File: config.mk
export PLATFORM = sky130hd
export DESIGN_NAME = rc4_decrypt_ctrl
export DESIGN_NICKNAME = d
export VERILOG_FILES = /design/src/rtl/rc4_decrypt_ctrl.sv
export SDC_FILE = /design/constraint.sdc
export NUM_CORES = 1
export LEC_CHECK = 0
export ABC_AREA = 1
export BUFFER_PORTS_ARGS = -buffer_cell sky130_fd_sc_hd__buf_2
export CAP_MARGIN = 40
export CORE_AREA = 3 3 106 108
export CTS_BUF_LIST = sky130_fd_sc_hd__clkbuf_8
export DETAILED_ROUTE_END_ITERATION = 10
export DIE_AREA = 0 0 109 111
export GPL_TIMING_DRIVEN = 1
export PLACE_DENSITY_LB_ADDON = 0.15
export SETUP_SLACK_MARGIN = 0.3
export SLEW_MARGIN = 20
export SYNTH_ARGS = -nofsm -noshare
export SYNTH_HDL_FRONTEND = slang
export SYNTH_SLANG_ARGS = --single-unit
File: constraint.sdc
create_clock -name clock -period 3.4 [get_ports clock]
set_input_delay 0.68 -clock clock [delete_from_list [all_inputs] [get_ports clock]]
set_output_delay 0.68 -clock clock [all_outputs]
set_load 0.01 [all_outputs]
File: src/rtl/rc4_decrypt_ctrl.sv
// RC4 single-key decryption sequencer: S-array init, KSA, then PRGA/XOR into the
// decrypted-message RAM, flagging whether every plaintext byte is a-z or space.
module rc4_decrypt_ctrl #(
    parameter int unsigned MSG_LEN     = 32,
    parameter bit          EARLY_ABORT = 1'b1
) (
    input  logic        clock,
    input  logic        reset,
    input  logic        start,
    input  logic [23:0] key,
    output logic        busy,
    output logic        done,
    output logic        key_valid,
    output logic [7:0]  s_addr,
    output logic [7:0]  s_wdata,
    output logic        s_wren,
    input  logic [7:0]  s_q,
    output logic [4:0]  rom_addr,
    input  logic [7:0]  rom_q,
    output logic [4:0]  dmsg_addr,
    output logic [7:0]  dmsg_wdata,
    output logic        dmsg_wren
);

    localparam int unsigned KW     = 5;
    localparam logic [KW-1:0] K_LAST = KW'(MSG_LEN - 1);

    typedef enum logic [3:0] {
        S_IDLE, S_INIT,
        S_K_RDI, S_K_RDJ, S_K_WRI, S_K_WRJ,
        S_P_RDI, S_P_RDJ, S_P_WRI, S_P_WRJ, S_P_RDF, S_P_WR,
        S_DONE
    } state_e;

    state_e        state_q, state_d;
    logic [7:0]    i_q, i_d, j_q, j_d, si_q, si_d, sj_q, sj_d;
    logic [KW-1:0] k_q, k_d;
    logic [1:0]    ksel_q, ksel_d;
    logic [23:0]   key_q, key_d;
    logic          busy_q, busy_d, done_q, done_d, key_valid_q, key_valid_d;
    logic [7:0]    key_byte, plain;
    logic          plain_ok;

    // State and datapath registers; synchronous reset returns to IDLE with all cleared.
    always_ff @(posedge clock) begin
        if (reset) begin
            state_q     <= S_IDLE;
            i_q         <= 8'd0;
            j_q         <= 8'd0;
            si_q        <= 8'd0;
            sj_q        <= 8'd0;
            k_q         <= '0;
            ksel_q      <= 2'd0;
            key_q       <= 24'd0;
            busy_q      <= 1'b0;
            done_q      <= 1'b0;
            key_valid_q <= 1'b0;
        end else begin
            state_q     <= state_d;
            i_q         <= i_d;
            j_q         <= j_d;
            si_q        <= si_d;
            sj_q        <= sj_d;
            k_q         <= k_d;
            ksel_q      <= ksel_d;
            key_q       <= key_d;
            busy_q      <= busy_d;
            done_q      <= done_d;
            key_valid_q <= key_valid_d;
        end
    end

    // Next-state, register updates and memory port drive for each phase.
    always_comb begin
        state_d     = state_q;
        i_d         = i_q;
        j_d         = j_q;
        si_d        = si_q;
        sj_d        = sj_q;
        k_d         = k_q;
        ksel_d      = ksel_q;
        key_d       = key_q;
        key_valid_d = key_valid_q;
        s_addr      = 8'd0;
        s_wdata     = 8'd0;
        s_wren      = 1'b0;
        rom_addr    = '0;
        dmsg_addr   = '0;
        dmsg_wdata  = 8'd0;
        dmsg_wren   = 1'b0;

        // ksel tracks i mod 3 through the KSA without a divider
        case (ksel_q)
            2'd0:    key_byte = key_q[23:16];
            2'd1:    key_byte = key_q[15:8];
            default: key_byte = key_q[7:0];
        endcase
        plain    = s_q ^ rom_q;
        plain_ok = (plain == 8'h20) || ((plain >= 8'h61) && (plain <= 8'h7a));

        case (state_q)
            S_IDLE: begin
                if (start) begin
                    state_d     = S_INIT;
                    i_d         = 8'd0;
                    key_d       = key;
                    key_valid_d = 1'b1;
                end
            end
            S_INIT: begin
                s_addr  = i_q;
                s_wdata = i_q;
                s_wren  = 1'b1;
                i_d     = i_q + 8'd1;
                if (i_q == 8'hff) begin
                    state_d = S_K_RDI;
                    j_d     = 8'd0;
                    ksel_d  = 2'd0;
                end
            end
            S_K_RDI: begin
                s_addr  = i_q;
                state_d = S_K_RDJ;
            end
            S_K_RDJ: begin
                si_d    = s_q;
                j_d     = j_q + s_q + key_byte;
                s_addr  = j_d;
                state_d = S_K_WRI;
            end
            S_K_WRI: begin
                s_addr  = i_q;
                s_wdata = s_q;
                s_wren  = 1'b1;
                state_d = S_K_WRJ;
            end
            S_K_WRJ: begin
                s_addr  = j_q;
                s_wdata = si_q;
                s_wren  = 1'b1;
                i_d     = i_q + 8'd1;
                ksel_d  = (ksel_q == 2'd2) ? 2'd0 : ksel_q + 2'd1;
                if (i_q == 8'hff) begin
                    state_d = S_P_RDI;
                    j_d     = 8'd0;
                    k_d     = '0;
                end else begin
                    state_d = S_K_RDI;
                end
            end
            S_P_RDI: begin
                i_d     = i_q + 8'd1;
                s_addr  = i_d;
                state_d = S_P_RDJ;
            end
            S_P_RDJ: begin
                si_d    = s_q;
                j_d     = j_q + s_q;
                s_addr  = j_d;
                state_d = S_P_WRI;
            end
            S_P_WRI: begin
                sj_d    = s_q;
                s_addr  = i_q;
                s_wdata = s_q;
                s_wren  = 1'b1;
                state_d = S_P_WRJ;
            end
            S_P_WRJ: begin
                s_addr  = j_q;
                s_wdata = si_q;
                s_wren  = 1'b1;
                state_d = S_P_RDF;
            end
            S_P_RDF: begin
                s_addr   = si_q + sj_q;
                rom_addr = k_q;
                state_d  = S_P_WR;
            end
            S_P_WR: begin
                rom_addr   = k_q;
                dmsg_addr  = k_q;
                dmsg_wdata = plain;
                dmsg_wren  = 1'b1;
                if (!plain_ok) begin
                    key_valid_d = 1'b0;
                end
                if (!plain_ok && EARLY_ABORT) begin
                    state_d = S_DONE;
                end else if (k_q == K_LAST) begin
                    state_d = S_DONE;
                end else begin
                    k_d     = k_q + KW'(1);
                    state_d = S_P_RDI;
                end
            end
            S_DONE: begin
                state_d = S_IDLE;
            end
            default: begin
                state_d = S_IDLE;
            end
        endcase

        busy_d = (state_d != S_IDLE) && (state_d != S_DONE);
        done_d = (state_d == S_DONE);
    end

    assign busy      = busy_q;
    assign done      = done_q;
    assign key_valid = key_valid_q;

endmodule

== Word-level counts from Yosys, hierarchy flattened ==
Index checks and enable logic that the tools add are counted.
Storage, ports and cells
  bits in registers: 70
  bits in latches: 0
  memory bits (writable): 0
  ROM bits: 0
  output and inout bits: 39
  logic and storage cells: 98
  memories kept: 0
Operators by class
  $add $sub $neg: 6
  multiply operators: 0
  div/mod/pow operators: 0
  magnitude comparators: 2
  equal/unequal tests: 25
  shifts and indexed selects: 0
  mux-type cells: 28
  bitwise operators: 1
  reductions and logical operators: 25
Operators with widths (number)
  4-bit case mux with 12 select lines: 1
  8-bit case mux with 3 select lines: 2
  8-bit case mux with 6 select lines: 1
  8-bit case mux with 2 select lines: 2
  5-bit two-way mux: 5
  8-bit adder: 3
  8-bit two-way mux: 3
  4-bit equality test, second input constant: 5
  4-bit by 3-bit equality test with 1-bit output, second input constant: 4
  4-bit two-way mux: 4
  2-bit inequality test, second input constant: 6
  5-bit case mux with 2 select lines: 1
  2-bit OR reduction: 5
  8-bit by 1-bit adder with 8-bit output, second input constant: 1
  4-bit by 2-bit equality test with 1-bit output, second input constant: 2
  8-bit by 6-bit equality test with 1-bit output, second input constant: 1
  8-bit equality test, second input constant: 1
  8-bit by 7-bit greater-or-equal comparator with 1-bit output, second input constant: 1
  8-bit by 7-bit less-or-equal comparator with 1-bit output, second input constant: 1
  2-bit AND reduction: 4
  2-bit nonzero test: 4
  8-bit bitwise XOR: 1
  5-bit by 1-bit adder with 5-bit output, second input constant: 1
  5-bit equality test, second input constant: 1
  other kinds (22): 27

== Logic depth before layout (Yosys ltp) ==
Gate-level depths: netlist of run 1.
  depth in word-level cells: 8
  mapped depth: 19

== Worst setup path after synthesis of run 1 ==
Ideal clock, no wire load.
  path type: input to output
  start: input s_q[0]
  end: output s_addr[7]
  arrival time: 2890 ps
  data required time: 2720 ps
  slack: -170 ps
  stages: 18
  path buffers: 0
  cells stage by stage: ha_1 -> inv_1 -> fa_1 -> nand3b_1 -> nand2_1 -> nand2_1 -> nand2_1 -> a21oi_1 -> xnor2_1 -> ha_1 -> a21o_1 -> a31oi_1 -> nand3_1 -> nand2_1 -> nand2_1 -> nand2_1 -> nand2_1 -> nand2_1
On the way
  cells in the longest elaborated chain, start to end: 3
RTL lines
  start: declaration: line 17  | input logic [7:0] s_q,
  8-bit adder (*): line 127, 158
  8-bit adder: line 127  | j_d = j_q + s_q + key_byte;
  8-bit case mux with 6 select lines (*): line 101  | case (state_q)
  end: declaration: line 14  | output logic [7:0] s_addr,
Mark *: on every way between the ends. The rest lies on a longest branch, timed or not.

== Worst setup path after layout of run 1 ==
Ends and elaborated chain as after synthesis.

==> run_summary.xml, run 1 <==
<?xml version="1.0" encoding="UTF-8"?>
<metrics>
  <group name="sta">
    <metric name="tightest_slew" unit="ns">0.799</metric>
    <metric name="setup_viol_count_final" unit="">6</metric>
    <metric name="rsz_0062_raised_after_global_routing" unit="">yes</metric>
    <metric name="worst_hold_slack" unit="ns">0.455</metric>
    <metric name="fin_worst_skew" unit="ns">0.0136</metric>
    <metric name="max-slew-margin-rel" unit="%">46.7</metric>
    <metric name="final_max_slew_viol_count" unit="">0</metric>
    <metric name="period_minus_slack" unit="ns">3.90</metric>
    <metric name="hold_viol_final" unit="">0</metric>
    <metric name="finalWorstSetupSlack" unit="ns">-0.495</metric>
    <metric name="setup_total_negative_slack" unit="ns">-1.69</metric>
    <metric name="period_share" unit="%">115</metric>
    <metric name="timing.fmax" unit="MHz">257</metric>
  </group>
  <group name="global_routing">
    <metric name="globalRouteOverflowTotal" unit="">0</metric>
    <metric name="antenna_found_initial" unit="">0</metric>
    <metric name="grt_max_degree" unit="">33</metric>
    <metric name="grt_pass1_wl" unit="microns">23800</metric>
    <metric name="grt_util_all_layers" unit="%">24.8</metric>
    <metric name="number_of_global_route_vias_before_repair" unit="">4934</metric>
  </group>
  <group name="detailed_routing">
    <metric name="final_antenna_net_count" unit="">0</metric>
    <metric name="route.detailed.vias_per_inst" unit="">5.30</metric>
    <metric name="dr.pass1.iters" unit="">5</metric>
    <metric name="drt_iter0_markers" unit="">327</metric>
    <metric name="drc" unit="">0</metric>
    <metric name="drt-total-wl" unit="microns">14800</metric>
    <metric name="dr_total_vias" unit="">5151</metric>
    <metric name="avgRoutedWirePerCell" unit="microns">15.2</metric>
  </group>
  <group name="cells_and_area">
    <metric name="flow.area_growth_from_synthesis" unit="%">32.0</metric>
    <metric name="finalNonFillerCells" unit="">972</metric>
    <metric name="final_net_count" unit="">901</metric>
    <metric name="insertedDiodeCount" unit="">0</metric>
    <metric name="final_layout_size_suffix_gt1_share" unit="%">28.9</metric>
  </group>
  <group name="worst_hold_path">
    <metric name="hold_path_end" unit="">key_q[10]$_SDFFE_PP0P_</metric>
    <metric name="hp-class" unit="">flip-flop to flip-flop</metric>
    <metric name="whs_path_depth" unit="">2</metric>
    <metric name="hp-start" unit="">key_q[10]$_SDFFE_PP0P_</metric>
  </group>
  <group name="job">
    <metric name="max-cap-violations" unit="">0</metric>
  </group>
  <group name="synth">
    <metric name="syn_area_per_cell" unit="sq um">6.61</metric>
    <metric name="yosys_most_used_dff" unit="">sky130_fd_sc_hd__dfxtp_1</metric>
    <metric name="netlist_area" unit="sq um">4630</metric>
    <metric name="syn-num-nets" unit="">771</metric>
    <metric name="synth_enable_flop_cells" unit="">0</metric>
    <metric name="seq_area_frac_synth" unit="%">30.3</metric>
    <metric name="async_reset_ff_share" unit="%">0</metric>
    <metric name="synthesis.instances" unit="">701</metric>
    <metric name="synth.ff_latch_count" unit="">70</metric>
    <metric name="synth.distinct_cells" unit="">45</metric>
    <metric name="synth.yosys.warnings" unit="">0</metric>
  </group>
  <group name="setup_path">
    <metric name="arrival" unit="ns">3.22</metric>
    <metric name="timing.rr.end" unit="">j_q[7]$_SDFFE_PP0P_</metric>
    <metric name="reg2regPathDepth" unit="">21</metric>
    <metric name="startpoint_type" unit="">input port</metric>
    <metric name="worst_ep_required_time" unit="ns">2.72</metric>
    <metric name="timing.critical_path.fanout_max" unit="">2</metric>
    <metric name="cp-end-kind" unit="">output pin</metric>
    <metric name="regToRegStartpoint" unit="">j_q[0]$_SDFFE_PP0P_</metric>
    <metric name="timing_worst_setup_path_type" unit="">input port to output pin</metric>
    <metric name="reg2reg_slack" unit="ns">0.37</metric>
  </group>
  <group name="status">
    <metric name="status" unit="">finished, violations left</metric>
    <metric name="failing_checks" unit="">negative setup slack</metric>
  </group>
  <group name="pwr">
    <metric name="power_leakage" unit="nW">2.96</metric>
    <metric name="power.share.combinational" unit="%">30.2</metric>
    <metric name="sequentialPowerShare" unit="%">37.4</metric>
    <metric name="power_density" unit="nW/um^2">385</metric>
    <metric name="p_sw_share" unit="%">31.3</metric>
    <metric name="internal-power" unit="W">0.00162</metric>
    <metric name="clock_power_share" unit="%">32.4</metric>
    <metric name="power" unit="W">0.00236</metric>
    <metric name="net-switching-power" unit="W">0.000737</metric>
    <metric name="ir_drop" unit="uV">298</metric>
  </group>
  <group name="floorplan">
    <metric name="num_rows" unit="">37</metric>
    <metric name="die-area" unit="sq um">12100</metric>
    <metric name="i_o_pins" unit="">82</metric>
    <metric name="die_w" unit="microns">109</metric>
    <metric name="core_region_area" unit="sq um">10300</metric>
    <metric name="initial_utilization" unit="%">44.9</metric>
    <metric name="die_h" unit="microns">111</metric>
  </group>
  <group name="clock_tree">
    <metric name="total_clock_buffers_created_by_cts" unit="">9</metric>
    <metric name="htreeDepth" unit="">3</metric>
    <metric name="tritoncts" unit="">built</metric>
    <metric name="postCtsHoldBufs" unit="">0</metric>
    <metric name="clk_latency" unit="ns">0.36</metric>
    <metric name="cts_num_sinks" unit="">70</metric>
    <metric name="clock_path_buffers" unit="">2</metric>
    <metric name="clock-root-buffer" unit="">sky130_fd_sc_hd__clkbuf_8</metric>
    <metric name="path_clk_slew" unit="ns">0.08</metric>
  </group>
  <group name="placed_design">
    <metric name="place_inst" unit="">934</metric>
    <metric name="gpl.final_weighted_congestion" unit="">0.952</metric>
    <metric name="dp_hpwl" unit="microns">11400</metric>
    <metric name="placement.io_buffers" unit="">81</metric>
  </group>
</metrics>
## cell usage in the layout (no fill, tap or decap), types with 5 or more instances in the layout
cell type / synthesis / layout
sky130_fd_sc_hd__xnor2_1: 9 / 5
sky130_fd_sc_hd__ha_4: 0 / 5
sky130_fd_sc_hd__buf_6: 1 / 6
sky130_fd_sc_hd__nand3_1: 30 / 25
sky130_fd_sc_hd__a21oi_2: 1 / 7
sky130_fd_sc_hd__xor2_1: 8 / 7
sky130_fd_sc_hd__clkbuf_8: 0 / 9
sky130_fd_sc_hd__o21ai_0: 54 / 51
sky130_fd_sc_hd__o2111ai_2: 0 / 5
sky130_fd_sc_hd__nor3_1: 7 / 7
sky130_fd_sc_hd__nand4_1: 6 / 6
sky130_fd_sc_hd__o21ai_1: 3 / 5
sky130_fd_sc_hd__ha_1: 24 / 18
sky130_fd_sc_hd__nand2_2: 2 / 12
sky130_fd_sc_hd__buf_2: 4 / 78
sky130_fd_sc_hd__nand3_2: 0 / 5
sky130_fd_sc_hd__buf_4: 0 / 53
sky130_fd_sc_hd__inv_2: 12 / 19
sky130_fd_sc_hd__o211ai_1: 7 / 7
sky130_fd_sc_hd__o22ai_1: 8 / 8
sky130_fd_sc_hd__nand2_1: 140 / 129
sky130_fd_sc_hd__a21oi_1: 61 / 54
sky130_fd_sc_hd__nor2_1: 111 / 109
sky130_fd_sc_hd__inv_1: 80 / 74
sky130_fd_sc_hd__dfxtp_1: 70 / 66
## repair_timing
item                       4_1_cts  5_1_grt
gates resized for setup         48       20
setup endpoints to repair        7       10
pin swaps                       33       21
setup buffers                   13        8
## cell families (layout without fill, tap and decap cells)
family	after synthesis	after routing	synth area share (%)
XOR/XNOR	17	17	3.21
AND/OR/NAND/NOR	312	312	28.3
buffers and inverters	113	248	9.51
AO/OA/AOI/OAI	162	162	21.0
adder cells (fa/ha/maj)	27	27	7.78
flip-flops	70	70	30.3
## stage by stage
step | cell area, sq um | utilization [%] | worst slack, ns
after global placement | 5430 | 52.6 | -0.456
final | 6120 | 59.2 | -0.495
after detailed placement | 5430 | 52.6 | -0.632
after CTS | 5980 | 57.9 | -0.375
after floorplan | 4670 | - | -0.121
after global routing | 6120 | 59.2 | -0.622
## how the worst max path moves through the flow
stage / startpoint / end / slack [ns] / cells after the start
after CTS: s_q[0] / s_addr[7] / -0.37 / 21
after global routing: j_q[0]$_SDFFE_PP0P_ / s_addr[7] / -0.62 / 20
final: s_q[0] / s_addr[7] / -0.50 / 20
after detailed placement: s_q[0] / s_addr[7] / -0.63 / 20
after floorplan: s_q[0] / s_addr[7] / -0.12 / 18
after global placement: s_q[0] / s_addr[7] / -0.46 / 21
## critical path, cell delays in order
cell,delay (ns)
sky130_fd_sc_hd__buf_8,0.08
sky130_fd_sc_hd__ha_4,0.12
sky130_fd_sc_hd__inv_2,0.03
sky130_fd_sc_hd__fa_2,0.33
sky130_fd_sc_hd__nand3b_1,0.19
sky130_fd_sc_hd__nand2_1,0.09
sky130_fd_sc_hd__nand2_2,0.06
sky130_fd_sc_hd__nand2_2,0.07
sky130_fd_sc_hd__a21oi_2,0.07
sky130_fd_sc_hd__xnor2_2,0.21
sky130_fd_sc_hd__ha_1,0.28
sky130_fd_sc_hd__a21o_1,0.20
sky130_fd_sc_hd__a31oi_2,0.18
sky130_fd_sc_hd__nand2_1,0.11
sky130_fd_sc_hd__nand2_2,0.07
sky130_fd_sc_hd__nand4_1,0.07
sky130_fd_sc_hd__nand2_1,0.09
sky130_fd_sc_hd__nand2_1,0.06
sky130_fd_sc_hd__nand2_2,0.09
sky130_fd_sc_hd__buf_6,0.10
## Yosys cell counts (2+ instances only)
cell type	number	area, sq um
sky130_fd_sc_hd__a21o_1	2	15.0
sky130_fd_sc_hd__a21oi_1	61	305
sky130_fd_sc_hd__a221oi_1	4	35.0
sky130_fd_sc_hd__a22oi_1	2	15.0
sky130_fd_sc_hd__a31oi_1	2	12.5
sky130_fd_sc_hd__buf_2	4	20.0
sky130_fd_sc_hd__clkbuf_1	13	48.8
sky130_fd_sc_hd__dfxtp_1	70	1400
sky130_fd_sc_hd__fa_1	3	60.1
sky130_fd_sc_hd__ha_1	24	300
sky130_fd_sc_hd__inv_1	80	300
sky130_fd_sc_hd__inv_2	12	45.0
sky130_fd_sc_hd__nand2_1	140	526
sky130_fd_sc_hd__nand2_2	2	12.5
sky130_fd_sc_hd__nand3_1	30	150
sky130_fd_sc_hd__nand3b_1	3	22.5
sky130_fd_sc_hd__nand4_1	6	37.5
sky130_fd_sc_hd__nor2_1	111	417
sky130_fd_sc_hd__nor2_2	2	12.5
sky130_fd_sc_hd__nor2_4	3	33.8
sky130_fd_sc_hd__nor3_1	7	35.0
sky130_fd_sc_hd__o2111ai_1	5	43.8
sky130_fd_sc_hd__o211ai_1	7	52.6
sky130_fd_sc_hd__o21ai_0	54	270
sky130_fd_sc_hd__o21ai_1	3	15.0
sky130_fd_sc_hd__o221ai_1	5	43.8
sky130_fd_sc_hd__o22ai_1	8	50.1
sky130_fd_sc_hd__o22ai_4	2	40.0
sky130_fd_sc_hd__or2_2	5	31.3
sky130_fd_sc_hd__xnor2_1	9	78.8
sky130_fd_sc_hd__xor2_1	8	70.1
## power by group through the flow
stage          Combinational, W  Clock [W]  Sequential [W]
2_1_floorplan          0.000312          0        0.000893
3_3_place_gp           0.000496          0        0.000898
3_5_place_dp           0.000509          0        0.000899
4_1_cts                0.000645   0.000775        0.000881
5_1_grt                0.000775   0.000812        0.000886
6_report               0.000710   0.000764        0.000881
## cell type report
class,count,area [sq um]
fill,991,4210
multi-input combinational,518,3080
sequential,70,1410
timing repair buffer,139,886
inverter,93,352
tap,136,170
clock buffer,9,124
clock inverter,7,97.6
## registers in the layout (all words and copies together), names as in the netlist
register and flops:
si_q 8, sj_q 8, busy 1, ksel_q 2
state_q 4, j_q 8, done 1, i_q 8
k_q 5, key_q 24, key_valid 1
## layer usage
metal / vias up / track usage (%) / wire length, microns
li1: 2565 / - / -
met2: 168 / 40.5 / 6860
met1: 2378 / 31.0 / 6490
met3: 40 / 5.94 / 951
met5: - / 0 / 0
met4: 0 / 9.76 / 512
(Power assumes the default switching activity.)
==> run 2: changes to the inputs <==
- BUFFER_PORTS_ARGS: -buffer_cell sky130_fd_sc_hd__buf_2 -> not set
- DONT_BUFFER_PORTS: not set -> 1
==> run 2 against run 1 <==
The run still ends with negative setup slack left; count of clock-buffer cells in the layout did not move; sequential cell count unchanged; worst hold slack got worse by 0.073 ns; maximum frequency is 6.2% higher; combinational power fell by 19%; final cell count shrank 11%; critical path depth shrank 2; first-iteration DRC count rose by 3.7%; register-to-register slack gained 0.33 ns; critical path type is now flip-flop to output pin.
==> run_summary.xml, run 2 (synthesis gave the netlist of run 1 again) <==
<?xml version="1.0" encoding="UTF-8"?>
<metrics>
  <group name="sta">
    <metric name="finalWorstSetupSlack" unit="ns">-0.268</metric>
    <metric name="timing.fmax" unit="MHz">273</metric>
    <metric name="rsz_0062_raised_after_global_routing" unit="">yes</metric>
    <metric name="max-slew-margin-rel" unit="%">43.3</metric>
    <metric name="period_minus_slack" unit="ns">3.67</metric>
    <metric name="final_max_slew_viol_count" unit="">0</metric>
    <metric name="setup_viol_count_final" unit="">6</metric>
    <metric name="tightest_slew" unit="ns">0.848</metric>
    <metric name="worst_hold_slack" unit="ns">0.382</metric>
    <metric name="hold_viol_final" unit="">0</metric>
    <metric name="fin_worst_skew" unit="ns">0.0145</metric>
    <metric name="period_share" unit="%">108</metric>
  </group>
  <group name="clock_tree">
    <metric name="total_clock_buffers_created_by_cts" unit="">9</metric>
    <metric name="clock-root-buffer" unit="">sky130_fd_sc_hd__clkbuf_8</metric>
    <metric name="clk_latency" unit="ns">0.36</metric>
    <metric name="htreeDepth" unit="">3</metric>
    <metric name="cts_num_sinks" unit="">70</metric>
    <metric name="tritoncts" unit="">built</metric>
    <metric name="postCtsHoldBufs" unit="">0</metric>
    <metric name="path_clk_slew" unit="ns">0.09</metric>
    <metric name="clock_path_buffers" unit="">2</metric>
  </group>
  <group name="floorplan">
    <metric name="num_rows" unit="">37</metric>
    <metric name="i_o_pins" unit="">82</metric>
    <metric name="die_w" unit="microns">109</metric>
    <metric name="die_h" unit="microns">111</metric>
    <metric name="initial_utilization" unit="%">44.9</metric>
    <metric name="die-area" unit="sq um">12100</metric>
    <metric name="core_region_area" unit="sq um">10300</metric>
  </group>
  <group name="setup_path">
    <metric name="cp.buffers_inverters" unit="">2</metric>
    <metric name="worst_ep_required_time" unit="ns">2.72</metric>
    <metric name="regToRegStartpoint" unit="">j_q[0]$_SDFFE_PP0P_</metric>
    <metric name="critical_path.cell_chain" unit="">ha_4, inv_2, fa_2, nand3b_1, nand2_1, nand2_2, nand2_1, a21oi_2, xnor2_2, ha_1, buf_4, a31oi_2, nand3_1, nand2_1, nand2_1, nand2_1, nand2_1, nand2_2</metric>
    <metric name="timing_worst_setup_path_type" unit="">flip-flop to output pin</metric>
    <metric name="startpoint_type" unit="">flip-flop</metric>
    <metric name="critPathMaxStageDelay" unit="ns">0.36</metric>
    <metric name="critical_path.startpoint" unit="">j_q[0]$_SDFFE_PP0P_</metric>
    <metric name="cp-end-kind" unit="">output pin</metric>
    <metric name="timing.critical_path.fanout_max" unit="">3</metric>
    <metric name="arrival" unit="ns">2.99</metric>
    <metric name="critical-path-top-cell-by-count" unit="">sky130_fd_sc_hd__nand2_1</metric>
    <metric name="crit_path_top_delay_cell" unit="">sky130_fd_sc_hd__dfxtp_2</metric>
    <metric name="cpLargestDelayFamily" unit="">simple AND/OR/NAND/NOR gates</metric>
  </group>
  <group name="global_routing">
    <metric name="grt_max_degree" unit="">33</metric>
    <metric name="globalRouteOverflowTotal" unit="">0</metric>
    <metric name="number_of_global_route_vias_before_repair" unit="">4511</metric>
    <metric name="grt_pass1_wl" unit="microns">22800</metric>
    <metric name="antenna_found_initial" unit="">0</metric>
    <metric name="grt_util_all_layers" unit="%">24.1</metric>
  </group>
  <group name="detailed_routing">
    <metric name="drc" unit="">0</metric>
    <metric name="route.detailed.vias_per_inst" unit="">5.44</metric>
    <metric name="dr.pass1.iters" unit="">5</metric>
    <metric name="drt_iter0_markers" unit="">339</metric>
    <metric name="drt-total-wl" unit="microns">14400</metric>
    <metric name="final_antenna_net_count" unit="">0</metric>
    <metric name="avgRoutedWirePerCell" unit="microns">16.7</metric>
    <metric name="dr_total_vias" unit="">4707</metric>
  </group>
  <group name="pwr">
    <metric name="internal-power" unit="W">0.00153</metric>
    <metric name="sequentialPowerShare" unit="%">39.4</metric>
    <metric name="clock_power_share" unit="%">34.9</metric>
    <metric name="power.share.combinational" unit="%">25.6</metric>
    <metric name="net-switching-power" unit="W">0.000704</metric>
    <metric name="ir_drop" unit="uV">260</metric>
    <metric name="power_density" unit="nW/um^2">405</metric>
    <metric name="power_leakage" unit="nW">2.45</metric>
    <metric name="p_sw_share" unit="%">31.5</metric>
  </group>
  <group name="cells_and_area">
    <metric name="layout.cells.most_common_list" unit="">132 x sky130_fd_sc_hd__nand2_1, 108 x sky130_fd_sc_hd__nor2_1, 74 x sky130_fd_sc_hd__inv_1</metric>
    <metric name="final_net_count" unit="">794</metric>
    <metric name="flow.area_growth_from_synthesis" unit="%">18.9</metric>
    <metric name="insertedDiodeCount" unit="">0</metric>
    <metric name="most_flop_heavy_register" unit="">key_q</metric>
    <metric name="largest_register_ffs" unit="">24</metric>
    <metric name="multiInputGateArea" unit="sq um">3080</metric>
    <metric name="final_layout_size_suffix_gt1_share" unit="%">17.8</metric>
    <metric name="final_common_cell" unit="">sky130_fd_sc_hd__nand2_1</metric>
    <metric name="final.fill_count" unit="">1014</metric>
    <metric name="finalNonFillerCells" unit="">865</metric>
    <metric name="seqCellArea" unit="sq um">1410</metric>
  </group>
  <group name="worst_hold_path">
    <metric name="hp-class" unit="">input port to flip-flop</metric>
    <metric name="hp-start" unit="">reset</metric>
  </group>
  <group name="status">
    <metric name="status" unit="">finished, violations left</metric>
    <metric name="failing_checks" unit="">negative setup slack</metric>
  </group>
  <group name="placed_design">
    <metric name="pre_cts_ws" unit="ns">-0.252</metric>
    <metric name="place_inst" unit="">839</metric>
    <metric name="dp_hpwl" unit="microns">10900</metric>
    <metric name="gpl.final_weighted_congestion" unit="">0.961</metric>
    <metric name="placement.io_buffers" unit="">0</metric>
  </group>
  <group name="job">
    <metric name="max-cap-violations" unit="">0</metric>
  </group>
</metrics>
run 2: cell count changes in the layout (fill, tap and decap cells not counted), sizes merged:
cell / change
clkinv: +3
buf: -107
clkinvlp: +1
inv: -4
run 2: final timing paths:
kind / end / cells past startpoint / slack, ns
min reg2reg: key_q[13]$_SDFFE_PP0P_ / 2 / 0.46
min: state_q[2]$_SDFF_PP0_ / 1 / 0.38
max: s_addr[7] / 18 / -0.27
max reg2reg: j_q[5]$_SDFFE_PP0P_ / 19 / 0.70
run 2: metal layers:
metal / vias up / global-route usage [%] / part of all wire (%)
met2: 185 / 38.2 / 46
met1: 2143 / 31.2 / 43
met3: 28 / 6.35 / 8.1
met4: 0 / 8.33 / 2.7
met5: - / 0 / 0
li1: 2351 / - / -
run 2: repair_timing:
action,CTS,global route
endpoints found under the setup margin,7,8
buffers inserted,5,5
pin swaps,25,17
resized for setup,36,27
run 2: area by class of cell:
| type | instances | share of cell area [%] |
|---|---|---|
| repair buffers | 32 | 4.91 |
| multi-input cells | 518 | 56.0 |
| inverters | 93 | 6.45 |
| clock inverters | 7 | 1.79 |
| well taps | 136 | 3.09 |
| clock buffers | 9 | 2.25 |
| flip-flops and latches | 70 | 25.5 |
run 2: power groups by stage:
stage / Clock (W) / Combinational (W) / Sequential, W
final: 0.000780 / 0.000572 / 0.000880
after detailed placement: 0 / 0.000424 / 0.000899
after floorplan: 0 / 0.000312 / 0.000893
after CTS: 0.000789 / 0.000512 / 0.000880
after global routing: 0.000825 / 0.000638 / 0.000885
after global placement: 0 / 0.000414 / 0.000899
run 2: stage by stage:
step                power [W]  setup TNS (ns)  area, sq um  utilization (%)
floorplan             0.00120          -0.121         4670                -
global placement      0.00131          -0.591         4910             47.6
detailed placement    0.00132          -0.904         4910             47.6
CTS                   0.00218          -0.420         5360             51.9
global route          0.00235           -1.55         5510             53.4
finish                0.00223          -0.841         5510             53.4
==> run 3: changes to the inputs <==
- ABC_AREA: 1 -> not set
==> run 3 against run 2 <==
The run still ends with negative setup slack left; critical path depth is 6 lower; worst setup slack worse by 0.21 ns; register-to-register slack worse by 0.28 ns; sequential share of layout area up 0.10 points; utilization fell by 0.25 points; largest cell class unchanged; global-route usage decreased by 1.2 points; sequential cell count unchanged.
==> run_summary.xml, run 3 <==
<?xml version="1.0" encoding="UTF-8"?>
<metrics>
  <group name="pwr">
    <metric name="clock_power_share" unit="%">32.4</metric>
    <metric name="internal-power" unit="W">0.00150</metric>
    <metric name="ir_drop" unit="uV">195</metric>
    <metric name="power.share.combinational" unit="%">26.6</metric>
    <metric name="sequentialPowerShare" unit="%">41.1</metric>
    <metric name="power_leakage" unit="nW">2.28</metric>
    <metric name="p_sw_share" unit="%">32.0</metric>
    <metric name="power_density" unit="nW/um^2">402</metric>
    <metric name="net-switching-power" unit="W">0.000705</metric>
  </group>
  <group name="floorplan">
    <metric name="die_w" unit="microns">109</metric>
    <metric name="die-area" unit="sq um">12100</metric>
    <metric name="initial_utilization" unit="%">44.7</metric>
    <metric name="core_region_area" unit="sq um">10300</metric>
    <metric name="die_h" unit="microns">111</metric>
    <metric name="num_rows" unit="">37</metric>
    <metric name="i_o_pins" unit="">82</metric>
  </group>
  <group name="global_routing">
    <metric name="grt_util_all_layers" unit="%">22.8</metric>
    <metric name="antenna_found_initial" unit="">0</metric>
    <metric name="grt_pass1_wl" unit="microns">21800</metric>
    <metric name="globalRouteOverflowTotal" unit="">0</metric>
    <metric name="grt_max_degree" unit="">70</metric>
    <metric name="number_of_global_route_vias_before_repair" unit="">4272</metric>
  </group>
  <group name="synth">
    <metric name="syn-num-nets" unit="">681</metric>
    <metric name="netlist_area" unit="sq um">4620</metric>
    <metric name="yosys_most_used_dff" unit="">sky130_fd_sc_hd__dfxtp_1</metric>
    <metric name="synthesis.instances" unit="">611</metric>
    <metric name="synth_most_common_cell" unit="">sky130_fd_sc_hd__nand2_1</metric>
    <metric name="seq_area_frac_synth" unit="%">30.4</metric>
    <metric name="synth.yosys.warnings" unit="">0</metric>
    <metric name="synth_common_cells" unit="">119 x sky130_fd_sc_hd__nand2_1, 70 x sky130_fd_sc_hd__dfxtp_1, 68 x sky130_fd_sc_hd__a21oi_1</metric>
    <metric name="synth.distinct_cells" unit="">64</metric>
    <metric name="async_reset_ff_share" unit="%">0</metric>
    <metric name="post_synth_main_area_contributors" unit="">sky130_fd_sc_hd__dfxtp_1 30%, sky130_fd_sc_hd__nand2_1 9.7%, sky130_fd_sc_hd__a21oi_1 7.4%</metric>
    <metric name="synth_area_leader_cell" unit="">sky130_fd_sc_hd__dfxtp_1</metric>
    <metric name="synth.ff_latch_count" unit="">70</metric>
    <metric name="synth_enable_flop_cells" unit="">0</metric>
    <metric name="synth_top_cell_area_share" unit="%">30.4</metric>
    <metric name="syn_area_per_cell" unit="sq um">7.56</metric>
  </group>
  <group name="clock_tree">
    <metric name="path_clk_slew" unit="ns">0.09</metric>
    <metric name="htreeDepth" unit="">3</metric>
    <metric name="tritoncts" unit="">built</metric>
    <metric name="total_clock_buffers_created_by_cts" unit="">9</metric>
    <metric name="clk_latency" unit="ns">0.36</metric>
    <metric name="clock-root-buffer" unit="">sky130_fd_sc_hd__clkbuf_8</metric>
    <metric name="cts_num_sinks" unit="">70</metric>
    <metric name="clock_path_buffers" unit="">2</metric>
  </group>
  <group name="setup_path">
    <metric name="crit_path_top_delay_cell" unit="">sky130_fd_sc_hd__fa_2</metric>
    <metric name="startpoint_type" unit="">flip-flop</metric>
    <metric name="cp-end-kind" unit="">output pin</metric>
    <metric name="timing.critical_path.fanout_max" unit="">3</metric>
    <metric name="critPathMaxStageDelay" unit="ns">0.53</metric>
    <metric name="critical_path.cell_chain" unit="">ha_4, inv_2, fa_2, inv_2, ha_4, a211oi_2, o21bai_2, o311a_1, o32ai_2, xor2_1, o211ai_1, buf_4</metric>
    <metric name="arrival" unit="ns">3.20</metric>
    <metric name="timing_worst_setup_path_type" unit="">flip-flop to output pin</metric>
    <metric name="worst_ep_required_time" unit="ns">2.72</metric>
  </group>
  <group name="sta">
    <metric name="fin_worst_skew" unit="ns">0.0103</metric>
    <metric name="setup_total_negative_slack" unit="ns">-0.844</metric>
    <metric name="final_max_slew_viol_count" unit="">0</metric>
    <metric name="max-slew-margin-rel" unit="%">51.7</metric>
    <metric name="tightest_slew" unit="ns">0.720</metric>
    <metric name="period_minus_slack" unit="ns">3.88</metric>
    <metric name="hold_viol_final" unit="">0</metric>
    <metric name="rsz_0062_raised_after_global_routing" unit="">yes</metric>
    <metric name="timing.fmax" unit="MHz">258</metric>
    <metric name="setup_viol_count_final" unit="">4</metric>
    <metric name="period_share" unit="%">114</metric>
    <metric name="finalWorstSetupSlack" unit="ns">-0.476</metric>
  </group>
  <group name="detailed_routing">
    <metric name="drc" unit="">0</metric>
    <metric name="final_antenna_net_count" unit="">0</metric>
    <metric name="drt-total-wl" unit="microns">13800</metric>
    <metric name="dr.pass1.iters" unit="">5</metric>
    <metric name="avgRoutedWirePerCell" unit="microns">17.6</metric>
    <metric name="drt_iter0_markers" unit="">351</metric>
    <metric name="dr_total_vias" unit="">4537</metric>
    <metric name="route.detailed.vias_per_inst" unit="">5.77</metric>
  </group>
  <group name="cells_and_area">
    <metric name="layout.cells.most_common_list" unit="">119 x sky130_fd_sc_hd__nand2_1, 67 x sky130_fd_sc_hd__dfxtp_1, 65 x sky130_fd_sc_hd__a21oi_1</metric>
    <metric name="largest_register_ffs" unit="">24</metric>
    <metric name="final_layout_size_suffix_gt1_share" unit="%">16.6</metric>
    <metric name="final_common_cell" unit="">sky130_fd_sc_hd__nand2_1</metric>
    <metric name="insertedDiodeCount" unit="">0</metric>
    <metric name="utilization" unit="%">53.1</metric>
    <metric name="finalNonFillerCells" unit="">786</metric>
    <metric name="final_net_count" unit="">715</metric>
    <metric name="most_flop_heavy_register" unit="">key_q</metric>
    <metric name="flow.area_growth_from_synthesis" unit="%">18.7</metric>
  </group>
  <group name="status">
    <metric name="status" unit="">finished, violations left</metric>
    <metric name="failing_checks" unit="">negative setup slack</metric>
  </group>
  <group name="placed_design">
    <metric name="place_inst" unit="">760</metric>
    <metric name="gpl.final_weighted_congestion" unit="">0.899</metric>
    <metric name="placement.io_buffers" unit="">0</metric>
    <metric name="dp_hpwl" unit="microns">10200</metric>
  </group>
  <group name="job">
    <metric name="max-cap-violations" unit="">0</metric>
  </group>
  <group name="worst_hold_path">
    <metric name="hp-class" unit="">input port to flip-flop</metric>
  </group>
</metrics>
==> run 3: changes by cell type after synthesis, sizes merged, moves of 9 or more <==
cell	change
and3	+9
nand2	-23
inv	-78
clkbuf	+10
nor2	-63
mux2i	+21
nor2b	+12
a22oi	+15
o21ai	-28
nand3	-19
==> run 3: cell type report <==
cell class              count  area (sq um)
multi-input cells         495          3230
flip-flops and latches     70          1410
well taps                 136           170
inverters                  16          60.1
clock buffers              10           138
repair buffers             53           405
fillers                   991          4840
clock inverters             6          68.8
==> run 3: stage by stage <==
step	cell area [sq um]	setup WS, ns	hold WS (ns)	total power [W]
global route	5480	-0.596	0.362	0.00232
finish	5480	-0.476	0.380	0.00220
floorplan	4680	-0.264	0.434	0.00127
global placement	5050	-0.434	0.438	0.00141
CTS	5370	-0.475	0.371	0.00218
detailed placement	5050	-0.485	0.442	0.00143
==> run 3: path summary, 6_finish.rpt <==
kind,from,end,slack [ns],cells past startpoint
min reg2reg,key_q[2]$_SDFFE_PP0P_,key_q[2]$_SDFFE_PP0P_,0.45,2
max,j_q[0]$_SDFFE_PP0P_,s_addr[7],-0.48,12
min,reset,i_q[7]$_SDFFE_PP0P_,0.38,1
max reg2reg,j_q[0]$_SDFFE_PP0P_,j_q[7]$_SDFFE_PP0P_,0.42,13
==> run 3: what timing repair did <==
action	4_1_cts	5_1_grt
setup endpoints to repair	7	8
hold buffers	0	0
resized for setup	17	11
pin swaps	21	9
buffers inserted	3	7
==> run 3: critical path, delay by kind of cell, from the launching register on <==
family,cells,cell delay [ns]
flip-flops,1,0.36
AO/OA/AOI/OAI,5,1.11
XOR/XNOR,1,0.22
adder cells (fa/ha/maj),3,0.88
buffers and inverters,3,0.27
==> run 3: cell families after synthesis <==
family                     count (synthesis)  synth area share, %
and+or+nand+nor                          248                 24.1
AOI/OAI and AO/OA                        169                 23.5
DFF                                       70                 30.4
buffers and inverters                     46                 3.93
xor gates and xnor gates                  29                 5.50
adders and majority gates                 27                 7.80
muxes                                     22                 4.88
==> run 3: power groups by stage <==
stage	registers (W)	clock network (W)	logic (W)
global placement	0.000921	0	0.000492
floorplan	0.000905	0	0.000369
CTS	0.000903	0.000731	0.000544
detailed placement	0.000922	0	0.000503
global route	0.000910	0.000766	0.000644
finish	0.000904	0.000713	0.000585
==> run 3: routing by layer <==
| metal | global-route usage (%) | vias up | share of wire, % |
|---|---|---|---|
| met3 | 4.83 | 22 | 6.4 |
| met5 | 0 | - | 0 |
| met1 | 30.4 | 2132 | 44 |
| li1 | - | 2224 | - |
| met2 | 36.6 | 159 | 47 |
| met4 | 7.15 | 0 | 1.8 |
